--- config.mk ---
export PLATFORM = sky130hd
export DESIGN_NAME = vga_pattern_sequencer
export DESIGN_NICKNAME = d
export VERILOG_FILES = /design/src/rtl/vga_pkg.sv /design/src/rtl/frame_dwell_counter.sv /design/src/rtl/vga_pattern_sequencer.sv
export SDC_FILE = /design/constraint.sdc
export NUM_CORES = 1
export LEC_CHECK = 0
export CAP_MARGIN = 25
export CORE_MARGIN = 5
export CORE_UTILIZATION = 44
export DETAILED_ROUTE_END_ITERATION = 16
export PLACE_DENSITY = 0.73
export SYNTH_ARGS = -nofsm -noshare
export SYNTH_HDL_FRONTEND = slang
export SYNTH_SLANG_ARGS = --single-unit
--- constraint.sdc ---
create_clock -name pixel_clk -period 1.9 [get_ports pixel_clk]
set_input_delay 0.38 -clock pixel_clk [delete_from_list [all_inputs] [get_ports pixel_clk]]
set_output_delay 0.38 -clock pixel_clk [all_outputs]
set_load 0.01 [all_outputs]
--- src/rtl/vga_pkg.sv ---
// Shared encodings for the VGA pattern sequencer: pattern codes, FSM states, rotation end.
// VGA_PATTERN_BARS_EN adds the colour-bars pattern to the rotation.
package vga_pkg;

  typedef enum logic [1:0] {
    ST_IDLE       = 2'd0,
    ST_WAIT_FRAME = 2'd1,
    ST_RUN        = 2'd2,
    ST_PAUSE      = 2'd3
  } seq_state_e;

  localparam logic [1:0] PAT_RED   = 2'd0;
  localparam logic [1:0] PAT_GREEN = 2'd1;
  localparam logic [1:0] PAT_BLUE  = 2'd2;
  localparam logic [1:0] PAT_BARS  = 2'd3;

`ifdef VGA_PATTERN_BARS_EN
  localparam logic [1:0] LAST_PATTERN = PAT_BARS;
`else
  localparam logic [1:0] LAST_PATTERN = PAT_BLUE;
`endif

  function automatic logic [1:0] next_pattern(input logic [1:0] pat);
    if (pat >= LAST_PATTERN) begin
      return PAT_RED;
    end else begin
      return pat + 2'd1;
    end
  endfunction

endpackage

--- src/rtl/frame_dwell_counter.sv ---
// Counts frames spent on the current pattern; expire flags the last frame of the dwell.
module frame_dwell_counter
  import vga_pkg::*;
#(
  parameter int DWELL_FRAMES = 60,
  parameter int CNT_W        = 8
) (
  input  logic             pixel_clk,
  input  logic             rst_n,
  input  logic             clear,
  input  logic             inc,
  output logic             expire,
  output logic [CNT_W-1:0] count
);

  localparam logic [CNT_W-1:0] LAST_CNT = CNT_W'(DWELL_FRAMES - 1);

  logic [CNT_W-1:0] count_r;

  assign expire = (count_r == LAST_CNT);
  assign count  = count_r;

  // Frame counter register: clear wins, wraps to zero on the expiring increment.
  always_ff @(posedge pixel_clk or negedge rst_n) begin
    if (!rst_n) begin
      count_r <= '0;
    end else if (clear) begin
      count_r <= '0;
    end else if (inc) begin
      count_r <= expire ? '0 : count_r + CNT_W'(1);
    end else begin
      count_r <= count_r;
    end
  end

endmodule

--- src/rtl/vga_pattern_sequencer.sv ---
// Cycles test patterns on frame boundaries with pause and manual-step control.
// Define VGA_PATTERN_BARS_EN to include BARS in the rotation.
module vga_pattern_sequencer
  import vga_pkg::*;
#(
  parameter int DWELL_FRAMES = 60,
  parameter int CNT_W        = 8
) (
  input  logic             pixel_clk,
  input  logic             rst_n,
  input  logic             frame_start,
  input  logic             enable,
  input  logic             pause,
  input  logic             step_req,
  output logic             step_ack,
  output logic [1:0]       pattern_sel,
  output logic             pattern_valid,
  output logic [CNT_W-1:0] frame_cnt
);

  seq_state_e state_r, state_s;
  logic [1:0] pattern_r, pattern_s;
  logic       pending_r, pending_s;
  logic       ack_r, ack_s;
  logic       valid_r, valid_s;
  logic       clear_s, inc_s, expire_s, apply_step_s;

  frame_dwell_counter #(
    .DWELL_FRAMES(DWELL_FRAMES),
    .CNT_W       (CNT_W)
  ) u_dwell (
    .pixel_clk(pixel_clk),
    .rst_n    (rst_n),
    .clear    (clear_s),
    .inc      (inc_s),
    .expire   (expire_s),
    .count    (frame_cnt)
  );

  // A pending step always consumes the frame boundary, so it can never stack with a dwell advance.
  assign apply_step_s = frame_start && pending_r &&
                        ((state_r == ST_RUN) || (state_r == ST_PAUSE));

  // Next-state, pattern, step handshake and counter control.
  always_comb begin
    state_s   = state_r;
    pattern_s = pattern_r;
    pending_s = pending_r;
    ack_s     = 1'b0;
    clear_s   = 1'b0;
    inc_s     = 1'b0;
    if (!enable) begin
      state_s   = ST_IDLE;
      pattern_s = PAT_RED;
      pending_s = 1'b0;
      clear_s   = 1'b1;
    end else begin
      case (state_r)
        ST_IDLE: begin
          state_s = ST_WAIT_FRAME;
        end
        ST_WAIT_FRAME: begin
          if (frame_start) begin
            state_s   = ST_RUN;
            pattern_s = PAT_RED;
            clear_s   = 1'b1;
          end else begin
            state_s = ST_WAIT_FRAME;
          end
        end
        ST_RUN, ST_PAUSE: begin
          state_s = pause ? ST_PAUSE : ST_RUN;
          if (apply_step_s) begin
            pattern_s = next_pattern(pattern_r);
            pending_s = 1'b0;
            ack_s     = 1'b1;
            clear_s   = 1'b1;
          end else begin
            pending_s = pending_r | step_req;
            if (frame_start && (state_r == ST_RUN)) begin
              inc_s     = 1'b1;
              pattern_s = expire_s ? next_pattern(pattern_r) : pattern_r;
            end else begin
              inc_s     = 1'b0;
              pattern_s = pattern_r;
            end
          end
        end
        default: begin
          state_s = ST_IDLE;
        end
      endcase
    end
    valid_s = (state_s == ST_RUN) || (state_s == ST_PAUSE);
  end

  // State and registered outputs.
  always_ff @(posedge pixel_clk or negedge rst_n) begin
    if (!rst_n) begin
      state_r   <= ST_IDLE;
      pattern_r <= PAT_RED;
      pending_r <= 1'b0;
      ack_r     <= 1'b0;
      valid_r   <= 1'b0;
    end else begin
      state_r   <= state_s;
      pattern_r <= pattern_s;
      pending_r <= pending_s;
      ack_r     <= ack_s;
      valid_r   <= valid_s;
    end
  end

  assign step_ack      = ack_r;
  assign pattern_sel   = pattern_r;
  assign pattern_valid = valid_r;

endmodule

==> flow_metrics.tcl <==
set metrics [dict create \
    dr_vias 751 \
    nets 118 \
    power.share.clock_pct 30.0 \
    cts.clk_slew.worst_paths_ns 0.09 \
    timing_max_transition_violations_final 0 \
    start_util_pct 45.51 \
    setup_violations 0 \
    hp-class "in2async" \
    final_hold_viol_count 0 \
    cts.hold.buffers_added 0 \
    combinationalPowerShare_pct 15.0 \
    maxCapViolations 0 \
    hold_ws_ns 0.3924 \
    clk_root_buffer_cell "clkbuf_4" \
    setup.worst_path.start_class "register" \
    run_status "completed" \
    layout-drive-gt1-share_pct 20.91 \
    slew_of_the_pin_with_the_lowest_slew_margin_ns 0.4032 \
    count_of_warnings_emitted_by_yosys 0 \
    clock_tree.buffer_depth 2 \
    insertedDiodeCount 0 \
    synth_largest_area_cell "dfrtp_1" \
    netSwitchingFraction_pct 26.22 \
    critPathSlowestCell "or4_4" \
    crit_reg_reg_startpoint "u_dwell.count[1]" \
    yosys-top-cells-count "15 x dfrtp_1, 8 x nand2_1, 8 x o21ai_0" \
    tritoncts "built" \
    tritoncts_num_sinks 15 \
    area_delta_synth_final_pct 32.62 \
    yosys_most_used_dff "dfrtp_1" \
    antenna_violations_before_repair 0 \
    utilization_of_the_core_after_routing_pct 60.35 \
    routed_wirelength_normalized_by_instance_count_um 13.98 \
    post-place-ws_ns -0.1130 \
    power_report.internal_total_mw 0.4566 \
    dp.cells 132 \
    grt-ovfl-total 0 \
    post-route-worst-setup-slack_ns 0.03573 \
    worst_setup_path_startpoint "u_dwell.count[1]" \
    globalRouteTotalUtil_pct 14.95 \
    cp.required_ns 2.10 \
    min_period_over_period_pct 98.12 \
    instances_no_fill 137 \
    critical_path.max_fanout 6 \
    power_mw 0.6188 \
    io-pin-count 18 \
    p_per_area_nw_per_um2 533.5 \
    synth.cell_area_um2 874.6 \
    skew_ns 0.0004462 \
    worstSkewPairLatency_ns 0.29 \
    critPathMaxStageDelay_ns 0.49 \
    die-width_um 54.59 \
    htreeDepth 1 \
    die_area_um2 2980 \
    final.min_clock_period_ns 1.864 \
    cp-end-kind "register" \
    worst-endpoint-arrival_ns 2.06 \
    crit_path_cell_trace "ha_4, nor4b_1, and4_1, or4_4, o311ai_4" \
    grt_pass1_wl_um 3160 \
    first_pass_iters 2 \
    synth.most_common_cell "dfrtp_1" \
    dieHeight_um 54.59 \
    post-dp-hpwl_um 1422 \
    drc 0 \
    synth-edff-count 0 \
    critical_path_buf_inv_count 0 \
    first_global_vias 719 \
    power_switching_mw 0.1622 \
    postSynthNetCount 90 \
    cells_after_synth 83 \
    max_clock_freq_ghz 0.5364 \
    synth_cell_type_count 34 \
    cts_made_buffers 3 \
    placement_rows 16 \
    critical_path.top_delay_family "simple AND/OR/NAND/NOR gates" \
    layout.filler_cells 173 \
    port-buffer-count 17 \
    synth.yosys.seq_area_share_pct 42.92 \
    yosys.area.top_type_share_pct 42.92 \
    synth_area_leaders "dfrtp_1 43%, o311ai_4 6.0%, o21ai_0 4.6%" \
    maximum_number_of_pins_on_one_net_before_global_route_repair 16 \
    synth.avg_cell_area_um2 10.54 \
    synth.ff_latch_count 15 \
    first_iter_violations 13 \
    detail_route.wirelength_um 1915 \
    max_slew_margin_pct 72.74 \
    gp_routability_congestion 0.8612 \
    power_frac_seq_pct 54.9 \
    asyncSetResetFlopFracSynth_pct 100.0 \
    detail_route.vias_per_cell 5.482 \
    leakage_nw 0.4338 \
    timing.setup.critical_path_class "reg2reg" \
    drt.antenna.violating_nets 0 \
    vdd_drop_max_mv 0.3413 \
    placeable_core_region_um2 1922 \
]
==> cells by family (layout without fill, tap and decap cells) <==
family / count (synthesis) / in the layout / synth area share (%)
and+or+nand+nor: 35 / 35 / 24.32
AOI/OAI and AO/OA: 25 / 25 / 23.75
DFF: 15 / 15 / 42.92
buffers and inverters: 5 / 32 / 3.862
muxes: 2 / 2 / 3.719
adders and majority gates: 1 / 1 / 1.430
==> cells in the final DEF, fill, tap and decap left out, types with 2 or more instances in the layout <==
| cell | netlist | routed |
|---|---|---|
| dfrtp_1 | 15 | 14 |
| buf_4 | 0 | 9 |
| o311ai_4 | 2 | 2 |
| nand3_1 | 4 | 4 |
| o21ai_0 | 8 | 8 |
| nand4_1 | 4 | 4 |
| clkdlybuf4s50_1 | 0 | 17 |
| nor4b_1 | 2 | 2 |
| a21oi_1 | 4 | 4 |
| clkbuf_4 | 0 | 3 |
| o21a_1 | 2 | 2 |
| inv_1 | 2 | 2 |
| nor2b_1 | 4 | 4 |
| o2bb2ai_1 | 2 | 2 |
| nand2_1 | 8 | 8 |
| or3_1 | 4 | 4 |
==> through the flow <==
step / cell area (um^2) / TNS (ns)
4_1_cts: 1141 / 0
3_3_place_gp: 1115 / -0.3418
3_5_place_dp: 1115 / -0.3964
6_report: 1160 / 0
2_1_floorplan: 877.1 / 0
5_1_grt: 1160 / -0.01009
==> final timing paths <==
path | end | slack (ns) | depth (start not counted)
max reg2reg | u_dwell.count[5] | 0.04 | 5
min in group pixel_clk | pattern_sel[0] | 0.51 | 1
min | u_dwell.count[0] | 0.39 | 2
max in group asynchronous | state_r[1] | 1.32 | 2
max | u_dwell.count[5] | 0.04 | 5
min reg2reg | pattern_sel[0] | 0.51 | 1
==> sequential cells by signal (all words and copies together), names as in the netlist <==
| signal | cells |
|---|---|
| u_dwell.count | 8 |
| pattern_sel | 2 |
| state_r | 2 |
| pattern_valid | 1 |
| pending_r | 1 |
| step_ack | 1 |
==> cell type report <==
cell class	count	area, um^2	area share (%)
tap	27	33.78	2.913
multi-input combinational	63	478.0	41.21
timing repair buffer	26	237.7	20.50
sequential	15	376.6	32.47
clock buffer	4	26.28	2.265
inverter	2	7.507	0.6473
==> worst register-to-register path, delay by kind of cell, from the launching register on <==
kind / cells / cell delay [ns]
AO/OA/AOI/OAI: 1 / 0.27
AND/OR/NAND/NOR: 3 / 0.86
flip-flops: 1 / 0.44
adder cells (fa/ha/maj): 1 / 0.20
==> layer usage <==
| metal | share of wire (%) | track usage, % | wire length, um | vias up |
|---|---|---|---|---|
| li1 | - | - | - | 370 |
| met1 | 49 | 17.98 | 947 | 360 |
| met2 | 43 | 23.82 | 826 | 15 |
| met3 | 4.9 | 2.997 | 93 | 6 |
| met4 | 2.5 | 9.959 | 48 | 0 |
| met5 | 0 | 0 | 0 | - |
==> repair_timing <==
action                                  4_1_cts  5_1_grt
endpoints found under the setup margin        0        2
gates resized for setup                       0        2
buffers inserted                              0        1
==> power by group through the flow <==
stage               combinational, mW  sequential [mW]  clock (mW)
finish                         0.0931            0.340       0.186
detailed placement             0.0931            0.346           0
CTS                            0.0935            0.339       0.196
global route                    0.103            0.342       0.210
global placement               0.0913            0.345           0
floorplan                      0.0533            0.343           0
Power figures use the tool's default switching activity.
